[config.mk]
export PLATFORM = sky130hd
export DESIGN_NAME = serial_add_host
export DESIGN_NICKNAME = d
export VERILOG_FILES = /design/src/rtl/serial_add_pkg.sv /design/src/rtl/ser_piso.sv /design/src/rtl/serial_add_host.sv
export SDC_FILE = /design/constraint.sdc
export NUM_CORES = 1
export LEC_CHECK = 0
export ABC_AREA = 1
export CAP_MARGIN = 20
export CORE_MARGIN = 2
export CORE_UTILIZATION = 28
export DETAILED_ROUTE_END_ITERATION = 8
export PLACE_DENSITY = 0.57
export RECOVER_POWER = 50
export SYNTH_ARGS = -nofsm -noshare
export SYNTH_HDL_FRONTEND = slang
export SYNTH_SLANG_ARGS = --single-unit
[constraint.sdc]
create_clock -name clk -period 1.4 [get_ports clk]
set_input_delay 0.35 -clock clk [delete_from_list [all_inputs] [get_ports clk]]
set_output_delay 0.35 -clock clk [all_outputs]
set_load 0.01 [all_outputs]
[src/rtl/serial_add_pkg.sv]
// rtl/serial_add_pkg.sv - shared types and encodings for the bit-serial adder link
//
// Purpose
//   Holds the host FSM state type and the state encodings of the partner
//   serial adder FSM, so both sides of the link agree on one definition.
//
// Contents
//   host_state_t     : serial_add_host controller states
//   ADD_C*F*         : serial adder state encodings, packed as {carry, f}
//   DEFAULT_WIDTH    : default operand width for the link
//   add_state_pack   : builds an adder state word from carry and sum bit
//
// Build option
//   SERIAL_ADD_OVF_EN (used by serial_add_host) adds the signed overflow flag.

package serial_add_pkg;

  typedef enum logic [2:0] {
    IDLE,
    CLR,
    SHIFT,
    DRAIN,
    DONE
  } host_state_t;

  // The serial adder is a Moore machine whose state is {carry, f}; ser_f and
  // ser_cout are its two state bits brought out directly.
  localparam logic [1:0] ADD_C0F0 = 2'b00;
  localparam logic [1:0] ADD_C0F1 = 2'b01;
  localparam logic [1:0] ADD_C1F0 = 2'b10;
  localparam logic [1:0] ADD_C1F1 = 2'b11;

  localparam int DEFAULT_WIDTH = 8;

  function automatic logic [1:0] add_state_pack(input logic carry, input logic f);
    return {carry, f};
  endfunction

endpackage

[src/rtl/ser_piso.sv]
// rtl/ser_piso.sv - WIDTH-bit parallel-load, shift-right register with registered LSB output
//
// Purpose
//   Holds one operand and presents it LSB-first on sout, one bit per shift.
//   sout is a flop so the serial line driven off-chip is glitch-free.
//
// Ports
//   clk    in   1      rising-edge clock
//   rst    in   1      synchronous, active-high reset (clears register and sout)
//   load   in   1      capture din; sout forced to 0
//   din    in   WIDTH  parallel operand
//   shift  in   1      move sh[0] to sout and shift the register right
//   clr    in   1      force sout to 0 (end of serial word)
//   sout   out  1      serial output bit

module ser_piso
  import serial_add_pkg::*;
#(
  parameter int WIDTH = DEFAULT_WIDTH
) (
  input  logic             clk,
  input  logic             rst,
  input  logic             load,
  input  logic [WIDTH-1:0] din,
  input  logic             shift,
  input  logic             clr,
  output logic             sout
);

  logic [WIDTH-1:0] sh;

  // Priority load > clr > shift; the host never asserts two at once, the
  // ordering only makes the behaviour defined if it ever did.
  always_ff @(posedge clk) begin
    if (rst) begin
      sh   <= '0;
      sout <= 1'b0;
    end else if (load) begin
      sh   <= din;
      sout <= 1'b0;
    end else if (clr) begin
      sout <= 1'b0;
    end else if (shift) begin
      sout <= sh[0];
      sh   <= {1'b0, sh[WIDTH-1:1]};
    end
  end

endmodule

[src/rtl/serial_add_host.sv]
// rtl/serial_add_host.sv - initiator side of the bit-serial adder link
//
// Purpose
//   Accepts two parallel operands on start, clears the external serial adder,
//   shifts the operands out LSB-first, collects the Moore sum bits and the
//   final carry, and presents them as a parallel result with a done pulse.
//
// Ports
//   clk        in   1      rising-edge clock, shared with the serial adder
//   rst        in   1      synchronous, active-high reset
//   start      in   1      request, sampled only in IDLE
//   a_in       in   WIDTH  operand A, latched on accepted start
//   b_in       in   WIDTH  operand B, latched on accepted start
//   busy       out  1      1 whenever the controller is not IDLE
//   done       out  1      one-cycle pulse, sum/cout valid
//   sum        out  WIDTH  collected sum, held until the next result
//   cout       out  1      final carry, held like sum
//   ovf        out  1      signed overflow, held like sum (SERIAL_ADD_OVF_EN only)
//   adder_rst  out  1      reset to the serial adder
//   ser_a      out  1      serial bit A
//   ser_b      out  1      serial bit B
//   ser_f      in   1      adder sum bit (reflects the bit driven last cycle)
//   ser_cout   in   1      adder carry state bit
//
// Build option
//   SERIAL_ADD_OVF_EN : adds the ovf output and its operand-sign tracking.
//
// Timing (start sampled at the end of cycle 0)
//   cycle 1 CLR, cycles 2..WIDTH+1 SHIFT, WIDTH+2 DRAIN, WIDTH+3 DONE.

module serial_add_host
  import serial_add_pkg::*;
#(
  parameter int WIDTH = DEFAULT_WIDTH
) (
  input  logic             clk,
  input  logic             rst,
  input  logic             start,
  input  logic [WIDTH-1:0] a_in,
  input  logic [WIDTH-1:0] b_in,
  output logic             busy,
  output logic             done,
  output logic [WIDTH-1:0] sum,
  output logic             cout,
`ifdef SERIAL_ADD_OVF_EN
  output logic             ovf,
`endif
  output logic             adder_rst,
  output logic             ser_a,
  output logic             ser_b,
  input  logic             ser_f,
  input  logic             ser_cout
);

  localparam int             CW   = $clog2(WIDTH);
  localparam logic [CW-1:0]  LAST = CW'(WIDTH - 1);

  host_state_t      state;
  logic [CW-1:0]    cnt;
  // Bits 0..WIDTH-2 of the sum; bit WIDTH-1 arrives in DRAIN and goes
  // straight into sum, so it never needs a collector flop.
  logic [WIDTH-2:0] col;

  logic piso_load;
  logic piso_shift;
  logic piso_clr;

`ifdef SERIAL_ADD_OVF_EN
  logic a_msb;
  logic b_msb;
`endif

  // ------------------------------------------------------------------
  // Operand shifters. The edge leaving CLR presents bit 0, each SHIFT edge
  // presents the next bit, and the edge leaving the last SHIFT cycle
  // returns the lines to 0 for DRAIN.
  // ------------------------------------------------------------------
  assign piso_load  = (state == IDLE) && start;
  assign piso_shift = (state == CLR) || ((state == SHIFT) && (cnt != LAST));
  assign piso_clr   = (state == SHIFT) && (cnt == LAST);

  ser_piso #(.WIDTH(WIDTH)) u_piso_a (
    .clk   (clk),
    .rst   (rst),
    .load  (piso_load),
    .din   (a_in),
    .shift (piso_shift),
    .clr   (piso_clr),
    .sout  (ser_a)
  );

  ser_piso #(.WIDTH(WIDTH)) u_piso_b (
    .clk   (clk),
    .rst   (rst),
    .load  (piso_load),
    .din   (b_in),
    .shift (piso_shift),
    .clr   (piso_clr),
    .sout  (ser_b)
  );

  // The adder is cleared during CLR so stale carry from a previous word or
  // from idle cycles never leaks into bit 0 of the next result.
  assign adder_rst = rst | (state == CLR);

  // ------------------------------------------------------------------
  // Controller and collector
  // ------------------------------------------------------------------
  always_ff @(posedge clk) begin
    if (rst) begin
      state <= IDLE;
      busy  <= 1'b0;
      done  <= 1'b0;
      sum   <= '0;
      cout  <= 1'b0;
      cnt   <= '0;
      col   <= '0;
`ifdef SERIAL_ADD_OVF_EN
      ovf   <= 1'b0;
      a_msb <= 1'b0;
      b_msb <= 1'b0;
`endif
    end else begin
      done <= 1'b0;
      case (state)
        IDLE: begin
          if (start) begin
            state <= CLR;
            busy  <= 1'b1;
            cnt   <= '0;
`ifdef SERIAL_ADD_OVF_EN
            a_msb <= a_in[WIDTH-1];
            b_msb <= b_in[WIDTH-1];
`endif
          end
        end

        CLR: begin
          state <= SHIFT;
        end

        SHIFT: begin
          // ser_f is one cycle behind the bit being driven, so in the
          // cycle driving bit cnt it carries sum bit cnt-1.
          if (cnt != '0) begin
            col[cnt - CW'(1)] <= ser_f;
          end
          if (cnt == LAST) begin
            state <= DRAIN;
          end else begin
            cnt <= cnt + CW'(1);
          end
        end

        DRAIN: begin
          sum   <= {ser_f, col};
          cout  <= ser_cout;
`ifdef SERIAL_ADD_OVF_EN
          ovf   <= (a_msb == b_msb) && (ser_f != a_msb);
`endif
          done  <= 1'b1;
          state <= DONE;
        end

        DONE: begin
          busy  <= 1'b0;
          state <= IDLE;
        end

        default: begin
          busy  <= 1'b0;
          state <= IDLE;
        end
      endcase
    end
  end

endmodule

# --- Word-level counts from Yosys, hierarchy flattened ---
# Index checks and enable logic that the tools add are counted.
classes:
  n_mux: 18
  shift: 0
  n_eq_ne: 9
  n_mul: 0
  order_cmp: 2
  n_bitwise: 2
  n_div: 0
  n_reduce_logical: 16
  addsub: 2
op_table:
  columns: ["cell", "n"]
  rows:
  - ["$mux W8", 6]
  - ["$mux W3", 4]
  - ["$pmux W3 S4", 1]
  - ["$reduce_and A2 Y1", 4]
  - ["$bwmux W7", 1]
  - ["$eq A3 B2 Y1 const B", 2]
  - ["$ne A2 B2 Y1 const B", 3]
  - ["$pmux W3 S2", 1]
  - ["$reduce_or A3 Y1", 2]
  - ["$logic_and A1 B1 Y1", 4]
  - ["$lt A3 B4 Y1 const B", 1]
  - ["$reduce_bool A2 Y1", 2]
  - ["$add A3 B1 Y3 const B", 1]
  - ["$demux W1 S3", 1]
  - ["$eq A3 B1 Y1 const B", 1]
  - ["$eq A3 B3 Y1 const B", 1]
  - ["$ge A3 B1 Y1 const B", 1]
  - ["$logic_not A3 Y1", 1]
  - ["$mux W1", 3]
  - ["$ne A3 B3 Y1 const B", 1]
  - ["$reduce_and A3 Y1", 1]
  - ["$reduce_bool A3 Y1", 1]
  - ["$sub A3 B1 Y3 const B", 1]
  - ["$ne A2 B1 Y1 const B", 1]
  - ["4 further kinds", 4]
totals:
  rom_bits: 0
  mem_bits_rw: 0
  register_bits: 42
  mem_count: 0
  inputBits: 21
  out_inout_bits: 14
  latch_bits: 0

# --- Depth between registers and ports, before layout ---
# Gate-level depths: netlist of run 1.
depth:
  ltp_word: 6
  mapped_depth: 9
  depth_no_buf: 9

# --- Hierarchy ---
# A second synthesis of run 1 with hierarchy kept.
unflattened:
  cells_unflattened: 284
  hier_area_um2: 2000.7
by_module_without_submodules:
  columns: ["mod", "instances", "cells_each", "area_per_inst_um2"]
  rows:
  - ["serial_add_host", 1, 146, 1049.8]
  - ["ser_piso", 2, 69, 475.5]

# --- Worst setup path after synthesis of run 1 ---
# OpenSTA, ideal clock, no wires.
synth_path:
  path_type: "input -> output"
  from: "input rst"
  to: "output adder_rst"
  cell_stages: 4
  arrival_time_ns: 1.016
  path_slack_ns: 0.034
  path_buffers: 2
  cell_sequence: "buf_2 -> inv_1 -> buf_1 -> nand2_1"
synth_via:
  elab_chain_cells: 1
synth_lines:
  columns: ["element", "line", "text"]
  rows:
  - ["start: declaration", "serial_add_host.sv:37", "input logic rst,"]
  - ["$or A1 B1 Y1", "serial_add_host.sv:104", "assign adder_rst = rst | (state == CLR);"]
  - ["end: declaration", "serial_add_host.sv:48", "output logic adder_rst,"]
# No other way between the ends.

# --- Worst setup path in the final report of run 1 ---
layout_path:
  from: "register state[0]"
  to: "register u_piso_a.sh[2]"
layout_via:
  elab_chain_cells: 5
layout_lines:
  columns: ["element", "line", "text"]
  rows:
  - ["start: declaration", "serial_add_host.sv:58", "host_state_t state;"]
  - ["start signal: assignment", "serial_add_host.sv:111", "state <= IDLE;"]
  - ["start signal: assignment", "serial_add_host.sv:128", "state <= CLR;"]
  - ["start signal: assignment", "serial_add_host.sv:139", "state <= SHIFT;"]
  - ["$eq A3 B2 Y1", "serial_add_host.sv:79, serial_add_host.sv:80", null]
  - ["$logic_and A1 B1 Y1", "serial_add_host.sv:79", "assign piso_shift = (state == CLR) || ((state == SHIFT) && (cnt != LAST));"]
  - ["$logic_or A1 B1 Y1", "serial_add_host.sv:79", null]
  - ["$reduce_bool A2 Y1 (no source line)", null, null]
  - ["$reduce_and A2 Y1 (no source line)", null, null]
  - ["end signal: assignment", "ser_piso.sv:39", "sh <= din;"]
  - ["end signal: assignment", "ser_piso.sv:45", "sh <= {1'b0, sh[WIDTH-1:1]};"]
  - ["end: declaration", "ser_piso.sv:30", "logic [WIDTH-1:0] sh;"]
# Parallel ways exist; a longest one is shown, timed or not.
# A chain may end at the register's enable or synchronous reset.

==> results.sh, run 1 <==
export IMPL_postRouteAntennaNets=0
export IMPL_netlist_instances=270
export IMPL_endpoint="u_piso_a.sh[2]$_SDFFE_PP0P_"
export IMPL_skew_ps=5.72
export IMPL_synth_fa_ha_area_frac=0.0259
export IMPL_synth_simple_area_share=0.349
export IMPL_synth_ff_type="dfxtp_1"
export IMPL_reg2reg_depth=7
export IMPL_htree_levels=2
export IMPL_antenna_found_initial=0
export IMPL_status="complete, no violations"
export IMPL_die_h_um=87.0
export IMPL_ys_ff_latch=42
export IMPL_synth_area_um2=1930
export IMPL_peakVddDrop_mv=0.600
export IMPL_hp_class="register to register"
export IMPL_tritoncts="built"
export IMPL_reg2reg_to="u_piso_a.sh[2]$_SDFFE_PP0P_"
export IMPL_drt_vias_per_instance=4.81
export IMPL_worst_pin_slew_ps=294
export IMPL_utilization=0.420
export IMPL_gr_total_overflow=0
export IMPL_clkSinkCount=42
export IMPL_clk_latency_ps=290
export IMPL_diodes=0
export IMPL_syn2layout_area_growth_pct=46.0
export IMPL_cts_root_buf="clkbuf_8"
export IMPL_finalSetupViolations=0
export IMPL_end_kind="register"
export IMPL_crit_path_start="state[0]$_SDFFE_PP0P_"
export IMPL_hpwl_um=3220
export IMPL_layout_min_cycle_time_ps=1390
export IMPL_num_io_pins=35
export IMPL_synth_compound_area_frac=0.122
export IMPL_crit_type="register to register"
export IMPL_relSlewSlack=0.804
export IMPL_cap_violations=0
export IMPL_drt_wl_total_um=5060
export IMPL_r2r_start="state[0]$_SDFFE_PP0P_"
export IMPL_grt_busiest_layer="met2"
export IMPL_synth_edff_count=0
export IMPL_required_ps=1620
export IMPL_finalCritPeriodShare=0.996
export IMPL_postCtsHoldBufs=0
export IMPL_path_clk_slew_ps=80
export IMPL_drc=0
export IMPL_fp_row_count=30
export IMPL_finalHoldViolCount=0
export IMPL_synth_top_family_by_area="simple AND/OR/NAND/NOR gates"
export IMPL_dieArea_um2=7580
export IMPL_yosys_warnings=0
export IMPL_total_leakage_power_nw=1.24
export IMPL_nets=349
export IMPL_grt_pass1_vias=1802
export IMPL_syn_nets=295
export IMPL_yosysUniqueCellTypes=25
export IMPL_drt_pre_antenna_iters=4
export IMPL_avgSynthCellArea_um2=7.15
export IMPL_grt_pass1_wl_um=8000
export IMPL_tns_ps=0
export IMPL_cp_start_kind="register"
export IMPL_powerDensity_nw_per_um2=1100
export IMPL_drv_slew=0
export IMPL_gr_usage_met2=0.220
export IMPL_initial_utilization=0.287
export IMPL_dieWidth_um=87.0
export IMPL_portBuffers=34
export IMPL_rsz0062_at_grt="yes"
export IMPL_drive_gt1_frac=0.225
export IMPL_cts_buffers=5
export IMPL_use_met3=0.0341
export IMPL_synth_mux_area_frac=0
export IMPL_synthArstFlopShare=0
export IMPL_dr_total_vias=1949
export IMPL_dr_first_iter_drc_count=77
export IMPL_core_area_um2=6720
export IMPL_crit_fanout=12
export IMPL_clock_path_buffers=2
export IMPL_grtUsageMet1=0.165
export IMPL_ys_seq_area_frac=0.436
export IMPL_gp_congestion=0.798
export IMPL_synthXorXnorAreaFrac=0
export IMPL_worstPathArrival_ps=1620
export IMPL_grt_max_degree=26
export IMPL_wl_per_cell_um=12.5
export IMPL_max_freq_mhz=717
export IMPL_p_total_mw=3.11
export IMPL_grt_usage=0.130
export IMPL_r2r_setup_slack_ps=5
## cells in the final DEF, fill, tap and decap left out, drive strengths merged
cell type and instances:
clkbuf 6, a21oi 29, nand3 14, o21ai 13
a31oi 1, nor3 1, dfxtp 42, dlygate4sd2 14
nand2 68, nor2 40, nand4 26, inv 13
buf 29, ha 4, o211ai 1, clkinv 3
bufinv 1, o2111a 1, clkdlybuf4s50 19
## worst min path at each step
| stage | to | slack (ps) | cells past startpoint | start |
|---|---|---|---|---|
| 4_1_cts | busy$_SDFFE_PP0P_ | 470 | 2 | busy$_SDFFE_PP0P_ |
| 2_1_floorplan | u_piso_a.sout$_SDFFE_PP0P_ | 440 | 2 | u_piso_a.sh[0]$_SDFFE_PP0P_ |
| 3_3_place_gp | busy$_SDFFE_PP0P_ | 450 | 2 | busy$_SDFFE_PP0P_ |
| 5_1_grt | busy$_SDFFE_PP0P_ | 500 | 2 | busy$_SDFFE_PP0P_ |
| 3_5_place_dp | busy$_SDFFE_PP0P_ | 460 | 2 | busy$_SDFFE_PP0P_ |
| 6_report | busy$_SDFFE_PP0P_ | 460 | 2 | busy$_SDFFE_PP0P_ |
## where the power goes
| part | total (mW) | leakage, nW | internal [mW] | switching [mW] |
|---|---|---|---|---|
| Sequential | 1.32 | 0.343 | 1.27 | 0.0444 |
| Clock | 0.947 | 0.0579 | 0.525 | 0.422 |
| Combinational | 0.845 | 0.834 | 0.382 | 0.463 |
## cells in the mapped netlist (2+ instances only)
cell      number  area share
inv_1         12       0.023
a21oi_1       29       0.075
nor2_1        37       0.072
nand2_1       67        0.13
nand4_1       26       0.084
o21ai_0       12       0.031
clkbuf_1       4      0.0078
nor2_2         2      0.0065
dfxtp_1       42        0.44
buf_4          2      0.0078
ha_1           4       0.026
buf_2          8       0.021
nand3_2        3       0.016
nand3_1       11       0.029
## per-layer routing
metal  up-vias  part of all wire
li1       1014                 -
met4         0            0.0079
met1       892              0.46
met3         2             0.054
met5         -                 0
met2        41              0.48
## cell families after synthesis
group | count (synthesis)
AND/OR/NAND/NOR | 149
AO/OA/AOI/OAI | 45
flip-flops | 42
buffers and inverters | 30
adder cells (fa/ha/maj) | 4
## through the flow
step | cell area [um2] | hold WS [ps] | instances | setup slack [ps]
after floorplan | 1930 | 440 | 270 | 33.7
after global placement | 2500 | 453 | 392 | -415
after detailed placement | 2500 | 458 | 392 | -413
after CTS | 2630 | 467 | 400 | -9.63
after global routing | 2820 | 496 | 405 | -87.7
final | 2820 | 464 | 405 | 5.31
## worst max-delay path, stage by stage (launching register included)
cell and delay (ps):
dfxtp_2 340, buf_6 110, nor2_4 210, nand3_4 200, nand3_4 150, buf_12 130, nand2_1 60, a21oi_1 130
## repair_timing
item	4_1_cts	5_1_grt
endpoints found under the setup margin	37	39
resized for setup	28	35
hold endpoints to repair	0	0
buffers inserted	0	5
pin swaps	2	8
gates cloned	0	1
## area by class of cell
class / instances / area [um2]
inverter: 14 / 52.6
sequential: 42 / 846
clock buffer: 5 / 68.8
multi-input combinational: 198 / 1100
tap: 80 / 100
timing repair buffer: 63 / 608
fill: 675 / 3900
clock inverter: 3 / 40.0
## sequential cells by signal, indices dropped and copies added (netlist names)
signal         count
busy               1
u_piso_a.sout      1
u_piso_b.sh        8
u_piso_a.sh        8
cnt                3
sum                8
col                7
cout               1
u_piso_b.sout      1
state              3
done               1
(Power assumes the default switching activity.)
==> inputs of run 2 (changes only) <==
--- a/config.mk
+++ b/config.mk
@@ -8,9 +8,9 @@
 export ABC_AREA = 1
 export CAP_MARGIN = 20
 export CORE_MARGIN = 2
-export CORE_UTILIZATION = 28
+export CORE_UTILIZATION = 42
 export DETAILED_ROUTE_END_ITERATION = 8
-export PLACE_DENSITY = 0.57
+export PLACE_DENSITY = 0.76
 export RECOVER_POWER = 50
 export SYNTH_ARGS = -nofsm -noshare
 export SYNTH_HDL_FRONTEND = slang
==> run 2 against run 1 <==
  * The run now ends with setup timing left
  * Worst setup slack got worse by 13 ps
  * Clock power up 24%
  * Flip-flop and latch count unchanged
  * Global-route usage up 6.0 points
  * Core utilization is 23 points higher
  * Highest routed layer unchanged
==> results.sh, run 2 (same netlist as run 1, synthesis figures left out) <==
export IMPL_status="finished, violations left"
export IMPL_dieArea_um2=5160
export IMPL_nets=348
export IMPL_top_regs="sum: 8 flops, u_piso_a.sh: 8 flops, u_piso_b.sh: 8 flops"
export IMPL_utilization=0.650
export IMPL_path_clk_slew_ps=80
export IMPL_grt_pass1_wl_um=7880
export IMPL_fin_ws_ps=-7.20
export IMPL_antenna_found_initial=0
export IMPL_layout_common_cells="nand2_1 (57), dfxtp_1 (38), nor2_1 (33)"
export IMPL_worst_pin_slew_ps=280
export IMPL_grt_pass1_vias=1806
export IMPL_num_io_pins=35
export IMPL_violations="setup timing"
export IMPL_rsz0062_at_grt="yes"
export IMPL_tritoncts="built"
export IMPL_postRouteAntennaNets=0
export IMPL_clk_latency_ps=300
export IMPL_drt_pre_antenna_iters=4
export IMPL_cp_start_kind="register"
export IMPL_cap_violations=0
export IMPL_holdWs_ps=464
export IMPL_drt_vias_per_instance=5.29
export IMPL_portBuffers=34
export IMPL_swShare=0.292
export IMPL_wl_per_cell_um=13.6
export IMPL_core_area_um2=4380
export IMPL_p_int_mw=2.40
export IMPL_pwr_share_comb=0.266
export IMPL_fillCellCount=370
export IMPL_drive_gt1_frac=0.238
export IMPL_syn2layout_area_growth_pct=47.5
export IMPL_hpwl_um=3050
export IMPL_required_ps=1630
export IMPL_holdPathStages=2
export IMPL_layout_commonest_cell="nand2_1"
export IMPL_hp_class="register to register"
export IMPL_drt_wl_total_um=5130
export IMPL_drc=0
export IMPL_crit_fanout=12
export IMPL_diodes=0
export IMPL_gp_congestion=0.754
export IMPL_pwr_share_seq=0.389
export IMPL_finalHoldViolCount=0
export IMPL_cts_buffers=5
export IMPL_fp_row_count=24
export IMPL_total_leakage_power_nw=1.27
export IMPL_drv_slew=0
export IMPL_fin_cells=376
export IMPL_dpl_cell_count=364
export IMPL_skew_ps=9.20
export IMPL_cts_root_buf="clkbuf_8"
export IMPL_layout_min_cycle_time_ps=1410
export IMPL_grt_max_degree=24
export IMPL_htree_levels=2
export IMPL_crit_type="register to register"
export IMPL_worstPathArrival_ps=1640
export IMPL_reg2reg_depth=8
export IMPL_powerDensity_nw_per_um2=1190
export IMPL_relSlewSlack=0.813
export IMPL_clkSinkCount=42
export IMPL_grt_usage=0.190
export IMPL_finalSetupViolations=1
export IMPL_initial_utilization=0.440
export IMPL_dieWidth_um=71.8
export IMPL_end_kind="register"
export IMPL_switching_power_uw=991
export IMPL_dr_total_vias=1988
export IMPL_r2r_setup_slack_ps=-7
export IMPL_dr_first_iter_drc_count=165
export IMPL_pwr_share_clk=0.344
export IMPL_clock_path_buffers=2
export IMPL_max_freq_mhz=711
export IMPL_gr_total_overflow=0
export IMPL_peakVddDrop_mv=0.650
export IMPL_finalCritPeriodShare=1.01
export IMPL_die_h_um=71.8
[run 2: cell count changes in the layout (fill, tap and decap cells not counted), sizes merged]
cell           delta
nand3             +1
clkdlybuf4s50     -1
clkbuf            +1
clkinv            -1
buf               -3
dlymetal6s2s      +1
bufinv            +1
[run 2: worst paths after layout]
path / start / end
max: state[2]$_SDFFE_PP0P_ / u_piso_b.sh[1]$_SDFFE_PP0P_
min reg2reg: busy$_SDFFE_PP0P_ / busy$_SDFFE_PP0P_
max reg2reg: state[2]$_SDFFE_PP0P_ / u_piso_b.sh[1]$_SDFFE_PP0P_
min: busy$_SDFFE_PP0P_ / busy$_SDFFE_PP0P_
[run 2: worst max-delay path, stage by stage, from the launching register on]
cell and delay (ps):
dfxtp_2 330, buf_6 120, nor2_4 120, buf_12 140
nand3_4 140, nand3_4 130, buf_12 130, nand2_1 80
a21oi_1 160
[run 2: routing by layer]
layer | global-route usage | part of all wire
met5 | 0 | 0
met4 | 0.0776 | 0.028
met3 | 0.0492 | 0.052
met2 | 0.318 | 0.50
met1 | 0.233 | 0.42
[run 2: power groups by stage]
stage,logic [mW],registers [mW],clock network (mW)
after floorplan,0.406,1.35,0
after global placement,0.688,1.34,0
after detailed placement,0.696,1.34,0
after CTS,0.700,1.31,1.17
after global routing,0.989,1.33,1.23
final,0.903,1.32,1.17
[run 2: repair_timing]
item                       CTS  global route
gates cloned                 0             3
pin swaps                    0            14
resized for setup           23            52
buffers inserted             0             1
hold buffers                 0             0
setup endpoints to repair   20            32
[run 2: cell type report]
cell class,count,area (um2),area share
clock buffers,5,68.8,0.0242
inverters,14,52.6,0.0185
flip-flops and latches,42,848,0.298
repair buffers,61,624,0.219
multi-input cells,199,1120,0.393
clock inverters,3,68.8,0.0242
well taps,52,65.1,0.0228
[run 2: through the flow]
step	worst slack, ps	total power, mW	setup TNS (ps)	cell area, um2
6_report	-7.20	3.39	-7.20	2850
5_1_grt	-70.5	3.55	-441	2850
4_1_cts	-8.90	3.19	-24.5	2580
3_5_place_dp	-461	2.03	-4240	2450
3_3_place_gp	-475	2.02	-4090	2450
2_1_floorplan	33.7	1.75	0	1930
==> inputs of run 3 (changes only) <==
--- a/config.mk
+++ b/config.mk
@@ -9,9 +9,11 @@
 export CAP_MARGIN = 20
 export CORE_MARGIN = 2
 export CORE_UTILIZATION = 42
+export CTS_CLUSTER_SIZE = 28
 export DETAILED_ROUTE_END_ITERATION = 8
 export PLACE_DENSITY = 0.76
 export RECOVER_POWER = 50
+export SKIP_LAST_GASP = 1
 export SYNTH_ARGS = -nofsm -noshare
 export SYNTH_HDL_FRONTEND = slang
 export SYNTH_SLANG_ARGS = --single-unit
==> run 3 against run 2 <==
  * Clock power barely moved
  * Fmax increased by 3.7%
  * Clock-buffer cell count did not move
  * Wire length down 1.9%
  * Combinational power is 0.4% lower
  * Register-to-register slack better by 50 ps
  * Via count rose by 0.55%
  * Sequential share of layout area is 0.078 points lower
  * Sequential power hardly changed
  * Largest power group unchanged
  * Flip-flop and latch count did not move
  * Design area is 0.26% higher
  * Critical endpoint is now u_piso_a.sout$_SDFFE_PP0P_
  * The flow now finishes without violations
==> results.sh, run 3 (same netlist as run 1, synthesis figures left out) <==
export IMPL_grt_usage=0.190
export IMPL_switching_power_uw=976
export IMPL_clk_latency_ps=300
export IMPL_r2r_start="state[2]$_SDFFE_PP0P_"
export IMPL_gp_congestion=0.754
export IMPL_tritoncts="built"
export IMPL_cts_root_buf="clkbuf_8"
export IMPL_crit_type="register to register"
export IMPL_syn2layout_area_growth_pct=47.9
export IMPL_crit_fanout=7
export IMPL_grt_pass1_wl_um=7880
export IMPL_pwr_share_clk=0.344
export IMPL_postRouteAntennaNets=0
export IMPL_status="complete, no violations"
export IMPL_reg2reg_depth=7
export IMPL_portBuffers=34
export IMPL_drt_wl_total_um=5030
export IMPL_dieArea_um2=5160
export IMPL_critical_path_slowest_cell="dfxtp_2"
export IMPL_cts_buffers=5
export IMPL_die_h_um=71.8
export IMPL_pwr_share_comb=0.266
export IMPL_grt_pass1_vias=1806
export IMPL_cap_violations=0
export IMPL_endpoint="u_piso_a.sout$_SDFFE_PP0P_"
export IMPL_hpwl_um=3050
export IMPL_swShare=0.289
export IMPL_finalHoldViolCount=0
export IMPL_path_buf_inv=3
export IMPL_dr_first_iter_drc_count=169
export IMPL_worst_pin_slew_ps=280
export IMPL_r2r_setup_slack_ps=40
export IMPL_fin_ws_ps=43.6
export IMPL_fin_cells=377
export IMPL_total_leakage_power_nw=1.28
export IMPL_crit_path_start="state[2]$_SDFFE_PP0P_"
export IMPL_layout_commonest_cell="nand2_1"
export IMPL_drv_slew=0
export IMPL_reg2reg_to="u_piso_a.sout$_SDFFE_PP0P_"
export IMPL_top_regs="sum: 8 flops, u_piso_a.sh: 8 flops, u_piso_b.sh: 8 flops"
export IMPL_utilization=0.651
export IMPL_max_freq_mhz=737
export IMPL_core_area_um2=4380
export IMPL_grt_max_degree=24
export IMPL_clock_path_buffers=2
export IMPL_powerDensity_nw_per_um2=1180
export IMPL_drive_gt1_frac=0.228
export IMPL_rsz0062_at_grt="yes"
export IMPL_fp_row_count=24
export IMPL_drc=0
export IMPL_diodes=0
export IMPL_wl_per_cell_um=13.3
export IMPL_finalCritPeriodShare=0.969
export IMPL_nets=349
export IMPL_antenna_found_initial=0
export IMPL_dieWidth_um=71.8
export IMPL_p_int_mw=2.40
export IMPL_place_ws_ps=-461
export IMPL_peakVddDrop_mv=0.643
export IMPL_pwr_share_seq=0.390
export IMPL_initial_utilization=0.440
export IMPL_holdWs_ps=466
export IMPL_finalSetupViolations=0
export IMPL_path_clk_slew_ps=80
export IMPL_dpl_cell_count=364
export IMPL_slowest_delay_ps=330
export IMPL_crit_chain="buf_6 > nor2_4 > buf_12 > nand3_4 > buf_4 > o211ai_1 > a21oi_1"
export IMPL_cp_start_kind="register"
export IMPL_end_kind="register"
export IMPL_gr_total_overflow=0
export IMPL_cp_depth=7
export IMPL_layout_min_cycle_time_ps=1360
export IMPL_htree_levels=2
export IMPL_skew_ps=7.27
export IMPL_num_io_pins=35
export IMPL_relSlewSlack=0.812
export IMPL_p_total_mw=3.38
export IMPL_required_ps=1580
export IMPL_dr_total_vias=1999
export IMPL_worstPathArrival_ps=1540
export IMPL_clkSinkCount=42
export IMPL_drt_pre_antenna_iters=4
export IMPL_critPathTopFamily="buffers and inverters"
export IMPL_hp_class="register to register"
export IMPL_drt_vias_per_instance=5.30
export IMPL_layout_common_cells="nand2_1 (59), dfxtp_1 (38), nor2_1 (33)"
==> run 3: cell types whose count changed in the layout (fill, tap and decap cells not counted), moves of 2 or more <==
cell     delta
o21ai_1     +3
o21ai_2     -2
nand2_2     -2
nand2_1     +2
buf_6       +2
==> run 3: worst min-delay path: stages, from the launching register on <==
cell and delay (ps):
dfxtp_1 310, nand2_1 60, a21oi_1 50
==> run 3: cell type report <==
type | instances | area [um2]
flip-flops and latches | 42 | 848
multi-input cells | 199 | 1110
fillers | 364 | 1530
clock buffers | 5 | 68.8
repair buffers | 62 | 643
inverters | 14 | 52.6
well taps | 52 | 65.1
clock inverters | 3 | 68.8
==> run 3: layer usage <==
metal | track usage | vias to the layer above | share of wire
met5 | 0 | - | 0
li1 | - | 1017 | -
met2 | 0.318 | 58 | 0.49
met4 | 0.0776 | 0 | 0.028
met3 | 0.0492 | 16 | 0.054
met1 | 0.233 | 908 | 0.42
==> run 3: how the worst min path moves through the flow <==
stage / from / to / slack (ps) / depth (start not counted)
floorplan: u_piso_a.sh[0]$_SDFFE_PP0P_ / u_piso_a.sout$_SDFFE_PP0P_ / 440 / 2
global placement: busy$_SDFFE_PP0P_ / busy$_SDFFE_PP0P_ / 450 / 2
detailed placement: u_piso_b.sh[0]$_SDFFE_PP0P_ / u_piso_b.sout$_SDFFE_PP0P_ / 460 / 2
CTS: busy$_SDFFE_PP0P_ / busy$_SDFFE_PP0P_ / 470 / 2
global route: u_piso_b.sh[0]$_SDFFE_PP0P_ / u_piso_b.sout$_SDFFE_PP0P_ / 500 / 2
finish: busy$_SDFFE_PP0P_ / busy$_SDFFE_PP0P_ / 470 / 2
==> run 3: power groups by stage <==
stage	Combinational, mW	Sequential, mW	Clock, mW
after floorplan	0.406	1.35	0
after global placement	0.688	1.34	0
after detailed placement	0.696	1.34	0
after CTS	0.701	1.31	1.17
after global routing	0.987	1.33	1.22
final	0.899	1.32	1.16
==> run 3: stage by stage <==
step / setup TNS, ps / area (um2)
2_1_floorplan: 0 / 1930
3_3_place_gp: -4090 / 2450
3_5_place_dp: -4240 / 2450
4_1_cts: -87.1 / 2580
5_1_grt: -345 / 2860
6_report: 0 / 2860
==> run 3: timing repair <==
item / in CTS / in global routing
hold buffers: 0 / 0
gates cloned: 0 / 3
endpoints found under the setup margin: 20 / 33
resized for setup: 22 / 53
pin swaps: 0 / 11
setup buffers: 0 / 2
